`config.mk`:
```
export PLATFORM = sky130hd
export DESIGN_NAME = id_hazard_ctrl_flat
export DESIGN_NICKNAME = d
export VERILOG_FILES = /design/src/rtl/id_hazard_ctrl_if.sv /design/src/rtl/id_hazard_ctrl.sv /design/src/flat_wrapper.sv
export SDC_FILE = /design/constraint.sdc
export NUM_CORES = 1
export LEC_CHECK = 0
export ABC_AREA = 1
export ABC_CLOCK_PERIOD_IN_PS = 2000
export BUFFER_PORTS_ARGS = -buffer_cell sky130_fd_sc_hd__buf_2
export CORE_UTILIZATION = 51
export CTS_BUF_LIST = sky130_fd_sc_hd__clkbuf_8
export CTS_CLUSTER_DIAMETER = 60
export DETAILED_ROUTE_END_ITERATION = 8
export PLACE_DENSITY_LB_ADDON = 0.05
export REMOVE_ABC_BUFFERS = 1
export SLEW_MARGIN = 20
export SYNTH_ARGS = -nofsm -noshare
export SYNTH_HDL_FRONTEND = slang
export SYNTH_SLANG_ARGS = --single-unit
```
`constraint.sdc`:
```
create_clock -name clk_i -period 2 [get_ports clk_i]
set_input_delay 0.1 -clock clk_i [delete_from_list [all_inputs] [get_ports clk_i]]
set_output_delay 0.1 -clock clk_i [all_outputs]
set_load 0.01 [all_outputs]
```
`src/rtl/id_hazard_ctrl_if.sv`:
```
`default_nettype none
// ============================================================================
// Module   : id_hazard_ctrl_if
// Brief    : Decode-stage hazard bus: read ports, EX/MEM/WB write-back taps,
//            long-latency issue/complete and resolved operands / stall.
// Revision : 1.0 - initial release
// ============================================================================
interface id_hazard_ctrl_if #(
    parameter int NUM_RD = 2,
    parameter int DW     = 32,
    parameter int AW     = 5
);
    logic [NUM_RD-1:0]    rd_en_i;
    logic [NUM_RD*AW-1:0] rd_addr_i;
    logic [NUM_RD*DW-1:0] rf_data_i;
    logic                 ex_we_i;
    logic [AW-1:0]        ex_waddr_i;
    logic [DW-1:0]        ex_wdata_i;
    logic                 ex_is_load_i;
    logic                 mem_we_i;
    logic [AW-1:0]        mem_waddr_i;
    logic [DW-1:0]        mem_wdata_i;
    logic                 wb_we_i;
    logic [AW-1:0]        wb_waddr_i;
    logic [DW-1:0]        wb_wdata_i;
    logic                 lng_issue_i;
    logic [AW-1:0]        lng_waddr_i;
    logic                 lng_done_i;
    logic [AW-1:0]        lng_done_addr_i;
    logic [NUM_RD*DW-1:0] rdata_o;
    logic                 stall_o;
    logic                 hang_o;

    modport master (
        output rd_en_i, rd_addr_i, rf_data_i,
        output ex_we_i, ex_waddr_i, ex_wdata_i, ex_is_load_i,
        output mem_we_i, mem_waddr_i, mem_wdata_i,
        output wb_we_i, wb_waddr_i, wb_wdata_i,
        output lng_issue_i, lng_waddr_i, lng_done_i, lng_done_addr_i,
        input  rdata_o, stall_o, hang_o
    );

    modport slave (
        input  rd_en_i, rd_addr_i, rf_data_i,
        input  ex_we_i, ex_waddr_i, ex_wdata_i, ex_is_load_i,
        input  mem_we_i, mem_waddr_i, mem_wdata_i,
        input  wb_we_i, wb_waddr_i, wb_wdata_i,
        input  lng_issue_i, lng_waddr_i, lng_done_i, lng_done_addr_i,
        output rdata_o, stall_o, hang_o
    );
endinterface
`default_nettype wire

```
`src/rtl/id_hazard_ctrl.sv`:
```
`default_nettype none
// ============================================================================
// Module   : id_hazard_ctrl
// Brief    : Operand forwarding, load-use / long-latency scoreboard stalls and
//            stall watchdog. Optional perf counters under HAZARD_PERF_EN.
// Revision : 1.0 - initial release
// ============================================================================
module id_hazard_ctrl #(
    parameter int NUM_RD    = 2,
    parameter int DW        = 32,
    parameter int AW        = 5,
    parameter int MAX_STALL = 63
) (
    input  logic                clk_i,
    input  logic                rst_i,
    id_hazard_ctrl_if.slave     bus
`ifdef HAZARD_PERF_EN
    ,
    output logic [31:0]         stall_cnt_o,
    output logic [31:0]         lu_cnt_o
`endif
);

    localparam int                 c_run_w   = $clog2(MAX_STALL + 1) + 1;
    localparam int                 c_sb_n    = 2 ** AW;
    localparam logic [c_run_w-1:0] c_run_sat = '1;
    localparam logic [c_run_w-1:0] c_hang_at = c_run_w'(MAX_STALL);

    logic [c_sb_n-1:0]  r_sb;
    logic [c_run_w-1:0] r_run_cnt;
    logic               r_hang;
    logic [NUM_RD-1:0]  w_lu_hz;
    logic [NUM_RD-1:0]  w_sb_hz;
    logic               w_lu_any;
    logic               w_stall;

    generate
        for (genvar gk = 0; gk < NUM_RD; gk++) begin : g_port
            logic [AW-1:0] w_addr;
            logic          w_nz;
            logic [DW-1:0] w_data;

            assign w_addr = bus.rd_addr_i[gk*AW +: AW];
            assign w_nz   = |w_addr;

            // Youngest producer wins: EX, then MEM, then WB, then the file.
            always_comb begin
                w_data = bus.rf_data_i[gk*DW +: DW];
                if (rst_i || !w_nz)
                    w_data = '0;
                else if (bus.ex_we_i && (bus.ex_waddr_i == w_addr))
                    w_data = bus.ex_wdata_i;
                else if (bus.mem_we_i && (bus.mem_waddr_i == w_addr))
                    w_data = bus.mem_wdata_i;
                else if (bus.wb_we_i && (bus.wb_waddr_i == w_addr))
                    w_data = bus.wb_wdata_i;
            end

            assign bus.rdata_o[gk*DW +: DW] = w_data;

            assign w_lu_hz[gk] = bus.rd_en_i[gk] && w_nz && bus.ex_we_i &&
                                 bus.ex_is_load_i && (bus.ex_waddr_i == w_addr);

            // A completing result arrives on WB this cycle, so no stall is needed.
            assign w_sb_hz[gk] = bus.rd_en_i[gk] && w_nz && r_sb[w_addr] &&
                                 !(bus.lng_done_i && (bus.lng_done_addr_i == w_addr));
        end
    endgenerate

    assign w_lu_any    = !rst_i && (|w_lu_hz);
    assign w_stall     = !rst_i && ((|w_lu_hz) || (|w_sb_hz));
    assign bus.stall_o = w_stall;
    assign bus.hang_o  = r_hang;

    // Later assignment wins, so an issue overrides a completion on the same register.
    always_ff @(posedge clk_i) begin
        if (rst_i) begin
            r_sb <= '0;
        end else begin
            if (bus.lng_done_i)
                r_sb[bus.lng_done_addr_i] <= 1'b0;
            if (bus.lng_issue_i && (|bus.lng_waddr_i))
                r_sb[bus.lng_waddr_i] <= 1'b1;
        end
    end

    always_ff @(posedge clk_i) begin
        if (rst_i) begin
            r_run_cnt <= '0;
            r_hang    <= 1'b0;
        end else begin
            if (!w_stall)
                r_run_cnt <= '0;
            else if (r_run_cnt != c_run_sat)
                r_run_cnt <= r_run_cnt + 1'b1;
            if (w_stall && (r_run_cnt == c_hang_at))
                r_hang <= 1'b1;
        end
    end

`ifdef HAZARD_PERF_EN
    logic [31:0] r_stall_cnt;
    logic [31:0] r_lu_cnt;

    always_ff @(posedge clk_i) begin
        if (rst_i) begin
            r_stall_cnt <= '0;
            r_lu_cnt    <= '0;
        end else begin
            if (w_stall && (r_stall_cnt != 32'hFFFF_FFFF))
                r_stall_cnt <= r_stall_cnt + 32'd1;
            if (w_lu_any && (r_lu_cnt != 32'hFFFF_FFFF))
                r_lu_cnt <= r_lu_cnt + 32'd1;
        end
    end

    assign stall_cnt_o = r_stall_cnt;
    assign lu_cnt_o    = r_lu_cnt;
`else
    logic w_unused;
    assign w_unused = w_lu_any;
`endif

endmodule
`default_nettype wire

```
`src/flat_wrapper.sv`:
```
// flat-port wrapper written by rule: the top's interface ports become plain ports
module id_hazard_ctrl_flat 
#(
    parameter int NUM_RD    = 2,
    parameter int DW        = 32,
    parameter int AW        = 5,
    parameter int MAX_STALL = 63
)
  (clk_i, rst_i, bus_rd_en_i, bus_rd_addr_i, bus_rf_data_i, bus_ex_we_i, bus_ex_waddr_i, bus_ex_wdata_i, bus_ex_is_load_i, bus_mem_we_i, bus_mem_waddr_i, bus_mem_wdata_i, bus_wb_we_i, bus_wb_waddr_i, bus_wb_wdata_i, bus_lng_issue_i, bus_lng_waddr_i, bus_lng_done_i, bus_lng_done_addr_i, bus_rdata_o, bus_stall_o, bus_hang_o);
  id_hazard_ctrl_if #(.NUM_RD(NUM_RD), .DW(DW), .AW(AW)) bus_i ();
  input  logic clk_i;
  input  logic rst_i;
  input wire logic [$bits(bus_i.rd_en_i)-1:0] bus_rd_en_i;
  input wire logic [$bits(bus_i.rd_addr_i)-1:0] bus_rd_addr_i;
  input wire logic [$bits(bus_i.rf_data_i)-1:0] bus_rf_data_i;
  input wire logic [$bits(bus_i.ex_we_i)-1:0] bus_ex_we_i;
  input wire logic [$bits(bus_i.ex_waddr_i)-1:0] bus_ex_waddr_i;
  input wire logic [$bits(bus_i.ex_wdata_i)-1:0] bus_ex_wdata_i;
  input wire logic [$bits(bus_i.ex_is_load_i)-1:0] bus_ex_is_load_i;
  input wire logic [$bits(bus_i.mem_we_i)-1:0] bus_mem_we_i;
  input wire logic [$bits(bus_i.mem_waddr_i)-1:0] bus_mem_waddr_i;
  input wire logic [$bits(bus_i.mem_wdata_i)-1:0] bus_mem_wdata_i;
  input wire logic [$bits(bus_i.wb_we_i)-1:0] bus_wb_we_i;
  input wire logic [$bits(bus_i.wb_waddr_i)-1:0] bus_wb_waddr_i;
  input wire logic [$bits(bus_i.wb_wdata_i)-1:0] bus_wb_wdata_i;
  input wire logic [$bits(bus_i.lng_issue_i)-1:0] bus_lng_issue_i;
  input wire logic [$bits(bus_i.lng_waddr_i)-1:0] bus_lng_waddr_i;
  input wire logic [$bits(bus_i.lng_done_i)-1:0] bus_lng_done_i;
  input wire logic [$bits(bus_i.lng_done_addr_i)-1:0] bus_lng_done_addr_i;
  output wire logic [$bits(bus_i.rdata_o)-1:0] bus_rdata_o;
  output wire logic [$bits(bus_i.stall_o)-1:0] bus_stall_o;
  output wire logic [$bits(bus_i.hang_o)-1:0] bus_hang_o;
  assign bus_i.rd_en_i = bus_rd_en_i;
  assign bus_i.rd_addr_i = bus_rd_addr_i;
  assign bus_i.rf_data_i = bus_rf_data_i;
  assign bus_i.ex_we_i = bus_ex_we_i;
  assign bus_i.ex_waddr_i = bus_ex_waddr_i;
  assign bus_i.ex_wdata_i = bus_ex_wdata_i;
  assign bus_i.ex_is_load_i = bus_ex_is_load_i;
  assign bus_i.mem_we_i = bus_mem_we_i;
  assign bus_i.mem_waddr_i = bus_mem_waddr_i;
  assign bus_i.mem_wdata_i = bus_mem_wdata_i;
  assign bus_i.wb_we_i = bus_wb_we_i;
  assign bus_i.wb_waddr_i = bus_wb_waddr_i;
  assign bus_i.wb_wdata_i = bus_wb_wdata_i;
  assign bus_i.lng_issue_i = bus_lng_issue_i;
  assign bus_i.lng_waddr_i = bus_lng_waddr_i;
  assign bus_i.lng_done_i = bus_lng_done_i;
  assign bus_i.lng_done_addr_i = bus_lng_done_addr_i;
  assign bus_rdata_o = bus_i.rdata_o;
  assign bus_stall_o = bus_i.stall_o;
  assign bus_hang_o = bus_i.hang_o;
  id_hazard_ctrl #(.NUM_RD(NUM_RD), .DW(DW), .AW(AW), .MAX_STALL(MAX_STALL)) u_core (.clk_i(clk_i), .rst_i(rst_i), .bus(bus_i));
endmodule
```
; Word-level counts from Yosys, hierarchy flattened
; Index checks and enable logic that the tools add are counted.
[totals]
memories = 0
ram_bits = 0
register_bits = 40
out_inout_bits = 66
rom_bits = 0
latch_bits = 0
input_bits = 205
word_cells = 82
[op_classes]
div_mod_pow = 0
magnitude_cmp = 6
n_reduce_logical = 39
shift = 0
n_mux = 19
bitwise_logic = 4
add_sub_neg = 1
multipliers = 0
eq_ne = 10
[ops]
columns = operator, n
row1 = $mux 32, 11
row2 = $eq 5x5->1, 8
row3 = $and 32x32->32, 1
row4 = $not 32->32, 1
row5 = $or 32x32->32, 1
row6 = $logic_and 1x1->1, 25
row7 = $lt 5x6->1 const B, 4
row8 = $reduce_or 5->1, 3
row9 = $bmux 1 s5, 2
row10 = $demux 1 s5, 2
row11 = $ge 5x1->1 const B, 2
row12 = $add 7x1->7 const B, 1
row13 = $eq 7x6->1 const B, 1
row14 = $ne 7x7->1 const B, 1
row15 = $reduce_or 2->1, 3
row16 = $logic_not 1->1, 5
row17 = $mux 1, 4
row18 = $logic_or 1x1->1, 3
row19 = $not 1->1, 1

; Logic depth before layout (Yosys ltp)
[depth]
ltp_word = 10
ltp_mapped = 12
depth_no_buf = 11

; Worst setup path before layout
; OpenSTA, ideal clock, no wires.
[synth_path]
path_kind = input to output
from = in bus_rd_addr_i[7]
to = out bus_rdata_o[55]
path_buffers = 2
t_arrival_ns = 1.316
setup_slack_ns = 0.584
stages = 9
required_time_ns = 1.900
path_cell_list = buf_6 xor2_1 nor3_2 o2111ai_4 buf_6 and2_1 o21ai_1 nand2_1 inv_1
[synth_via]
elab_chain_len = 6
word_cells_on_any_way = 13
classes_between = 3 x eq/ne / 4 x mux / 6 x reduce/logical
[synth_lines]
columns = element, line_no
row1 = from (decl), flat_wrapper.sv:14  ; input wire logic [$bits(bus_i.rd_addr_i)-1:0] bus_rd_addr_i;
row2 = $eq 5x5->1, id_hazard_ctrl.sv:55  ; else if (bus.wb_we_i && (bus.wb_waddr_i == w_addr))
row3 = $logic_and 1x1->1, id_hazard_ctrl.sv:55
row4 = $mux 32, id_hazard_ctrl.sv:55
row5 = $mux 32, id_hazard_ctrl.sv:53  ; else if (bus.mem_we_i && (bus.mem_waddr_i == w_addr))
row6 = $mux 32, id_hazard_ctrl.sv:51  ; else if (bus.ex_we_i && (bus.ex_waddr_i == w_addr))
row7 = $mux 32 (*), id_hazard_ctrl.sv:49  ; if (rst_i || !w_nz)
row8 = to (decl), flat_wrapper.sv:30  ; output wire logic [$bits(bus_i.rdata_o)-1:0] bus_rdata_o;
; Mark *: on every way between the ends. The rest lies on a longest branch, timed or not.

; Final worst setup path
[layout_path]
from = reg u_core.r_sb[12]
to = out bus_stall_o
[layout_via]
elab_chain_len = 7
word_cells_on_any_way = 11
classes_between = 4 x mux / 7 x reduce/logical
[layout_lines]
columns = element, line_no
row1 = from (decl), id_hazard_ctrl.sv:29  ; logic [c_sb_n-1:0] r_sb;
row2 = from (signal assigned), id_hazard_ctrl.sv:78  ; r_sb <= '0;
row3 = "from (signal, indexed assignment)", id_hazard_ctrl.sv:81  ; r_sb[bus.lng_done_addr_i] <= 1'b0;
row4 = "from (signal, indexed assignment)", id_hazard_ctrl.sv:83  ; r_sb[bus.lng_waddr_i] <= 1'b1;
row5 = $bmux 1 s5, id_hazard_ctrl.sv:65  ; assign w_sb_hz[gk] = bus.rd_en_i[gk] && w_nz && r_sb[w_addr] &&
row6 = $mux 1 (not written as such), id_hazard_ctrl.sv:65
row7 = $logic_and 1x1->1 (2 in series), id_hazard_ctrl.sv:65
row8 = $reduce_or 2->1 (*), id_hazard_ctrl.sv:71  ; assign w_stall = !rst_i && ((|w_lu_hz) || (|w_sb_hz));
row9 = $logic_or 1x1->1 (*), id_hazard_ctrl.sv:71
row10 = $logic_and 1x1->1 (*), id_hazard_ctrl.sv:71
row11 = to (decl), flat_wrapper.sv:31  ; output wire logic [$bits(bus_i.stall_o)-1:0] bus_stall_o;
; Mark *: on every way between the ends. The rest lies on a longest branch, timed or not. The select of a mux whose other input is x is not followed.

==> results.cfg <==
[clock_tree]
holdBufCountCts = 0
clockBufferDepth = 2
clock-root-buffer = clkbuf_8
cts_tree = built
clock_latency_ps = 300
cts-htree-levels = 2
clkSinkCount = 40
cts.clk_slew.worst_paths_ps = 80
cts_buffers = 5

[logic_synthesis]
synth-seq-area-share_pct = 13.7
synth_top_family_by_area = simple AND/OR/NAND/NOR gates
yosys-top-cells-area = nand2_1 (18%), inv_1 (14%), dfxtp_1 (14%), a21oi_1 (9.1%), nand3_1 (9.1%)
yosysMostFrequentCell = nand2_1
netlist_instances = 1117
synth_mux_area_share_pct = 0
synth_compound_area_share_pct = 25.3
synth_common_cells = nand2_1 (273), inv_1 (223), a21oi_1 (106), nand3_1 (106), o21ai_1 (67)
syn_area_per_cell_um2 = 5.24
yosysUniqueCellTypes = 31
async_reset_ff_share_pct = 0
synthXorXnorAreaFrac_pct = 1.79
synth_top_flop_cell = dfxtp_1
yosys.area.top_type = nand2_1
ys_warn_count = 0
synth_fa_ha_area_share_pct = 0.214
synth_edf_count = 0
ys_ff_latch = 40
yosysTopAreaCellShare_pct = 17.5
synth_simple_gate_area_share_pct = 37.6
synth_area_um2 = 5860

[detailed_routing]
routed_via_density = 5.34
drt-pass1-iter-count = 6
drt_iter0_markers = 780
totalWireLength_um = 22400
detail-route-antenna-nets = 0
top_layer_used = met4
met3WireLength_um = 2200
drt-met1-wl_um = 9120
avgRoutedWirePerCell_um = 14.7
dr_wl_met2_um = 10400
drcViolationCount = 0
num_vias = 8114

[floorplanning]
core_um2 = 11000
start_util_pct = 53.1
dieArea_um2 = 11900
die_w_um = 109
num_rows = 38
die-height_um = 109
io_pins = 271

[place]
dpl.hpwl_um = 17300
portBuffers = 270
preCtsSetupSlack_ps = 133
gp_congestion = 0.978

[global_routing]
grt_pass1_vias = 7250
grt_pass1_wl_um = 34600
track_usage_pct = 36.4
grt_antenna_before_repair = 0
overflow = 0
grt_max_degree = 65

[worst_hold_path]
min_path_cells = 4
hold_class = in -> reg

[sta]
period_minus_slack_ps = 1910
fin_skew_ps = 13.8
slew_headroom_pct = 59.1
post-route-period-util_pct = 95.4
fin_ws_ps = 92.9
hold_viol = 0
setup_viol = 0
drv_slew = 0
worstMarginPinSlew_ps = 613
fmax_ghz = 0.524

[finish]
layout-drive-gt1-share_pct = 25.7
antenna_cells = 0
syn2layout_area_growth_pct = 29.1
fin_nets = 1585
fin_util_pct = 68.5

[setup_path]
cp-end-kind = output pin
required_ps = 1900
critPathMaxFanout = 3
worstSetupStartpointType = register
arrival_ps = 1810
critPathKind = reg -> out
reg2regPathDepth = 10

[run]
maxCapViolCount = 0

[power_and_ir_drop]
p_leak_nw = 4.57
p_per_area_nw_per_um2 = 342
irDropWorstVdd_v = 0.000509

[status]
outcome = finished clean
## power by group
part | total (mW) | switching (mW) | internal, mW | leakage (nW)
sequential | 0.813 | 0.00620 | 0.807 | 0.323
clock | 0.516 | 0.280 | 0.236 | 0.0400
combinational | 1.26 | 0.725 | 0.531 | 4.21
total | 2.58 | 1.01 | 1.57 | 4.57
## metrics by stage
step / instance area, um^2 / total power, mW / hold slack [ps] / cells / setup TNS (ps)
floorplan: 5470 / 1.46 / 169 / 1054 / -3620
global placement: 7430 / 2.05 / 442 / 1510 / 0
detailed placement: 7430 / 2.06 / 444 / 1510 / 0
CTS: 7510 / 2.58 / 177 / 1517 / 0
global route: 7560 / 2.77 / 206 / 1519 / -4.71
finish: 7560 / 2.58 / 189 / 1519 / 0
## final timing paths
path / startpoint / to / slack [ps]
min reg2reg: u_core.bus.hang_o / u_core.bus.hang_o / 460
min: bus_lng_waddr_i[4] / u_core.r_sb[12] / 190
max reg2reg: u_core.r_sb[12] / u_core.r_run_cnt[0] / 370
max: u_core.r_sb[12] / bus_stall_o / 90
## cell type report
type | count | area [um^2]
Clock buffer | 5 | 68.8
Clock inverter | 2 | 12.5
Fill cell | 1138 | 3470
Inverter | 232 | 875
Multi-Input combinational cell | 782 | 3810
Sequential cell | 40 | 801
Tap cell | 140 | 175
Timing Repair Buffer | 318 | 1820
## flip-flops by register name, indices dropped and copies added, names as in the netlist
| name | cells |
|---|---|
| u_core.r_sb | 32 |
| u_core.bus.hang_o | 1 |
| u_core.r_run_cnt | 7 |
## layout by cell type (no fill, tap or decap), types with 2 or more instances in the layout
cell and count:
o211ai_2 2, nand3_1 105, clkbuf_8 5, nand3_2 2, and2_1 32, nor3_1 18, o21ai_1 67, buf_4 39
inv_1 222, nand4_1 3, a21oi_1 106, nand2_1 272, xnor2_1 3, o21ai_0 35, buf_2 270, o211ai_1 36
inv_2 9, dfxtp_1 40, buf_12 8, nor2_2 3, clkinvlp_4 2, or2_2 4, nor2_1 61, xor2_1 9
o22ai_1 15
## repair_timing
| action | 4_1_cts | 5_1_grt |
|---|---|---|
| setup buffers | 0 | 2 |
| endpoints found under the setup margin | 0 | 27 |
| endpoints found under the hold margin | 0 | 0 |
| gates resized for setup | 0 | 5 |
## metal layers
metal,vias up,track usage [%]
met5,-,0
met4,0,14.0
met3,62,6.87
met2,477,61.5
met1,3522,45.4
li1,4053,-
## kinds of logic (layout without fill, tap and decap cells)
logic type	Yosys count	in the layout
compound gates	264	264
buf+inv	295	557
flops	40	40
fa+ha+maj	1	1
xor+xnor	12	12
simple gates	505	505
## critical path, cell delays in order, from the launching register on
cell and delay (ps):
dfxtp_1 330, or2_2 290, nand3_1 90, nand3_1 100
nand3_1 110, nand3_1 80, nand3_1 100, nand3_2 130
nand2_2 120, inv_1 40, buf_2 130
(Power assumes the default switching activity.)
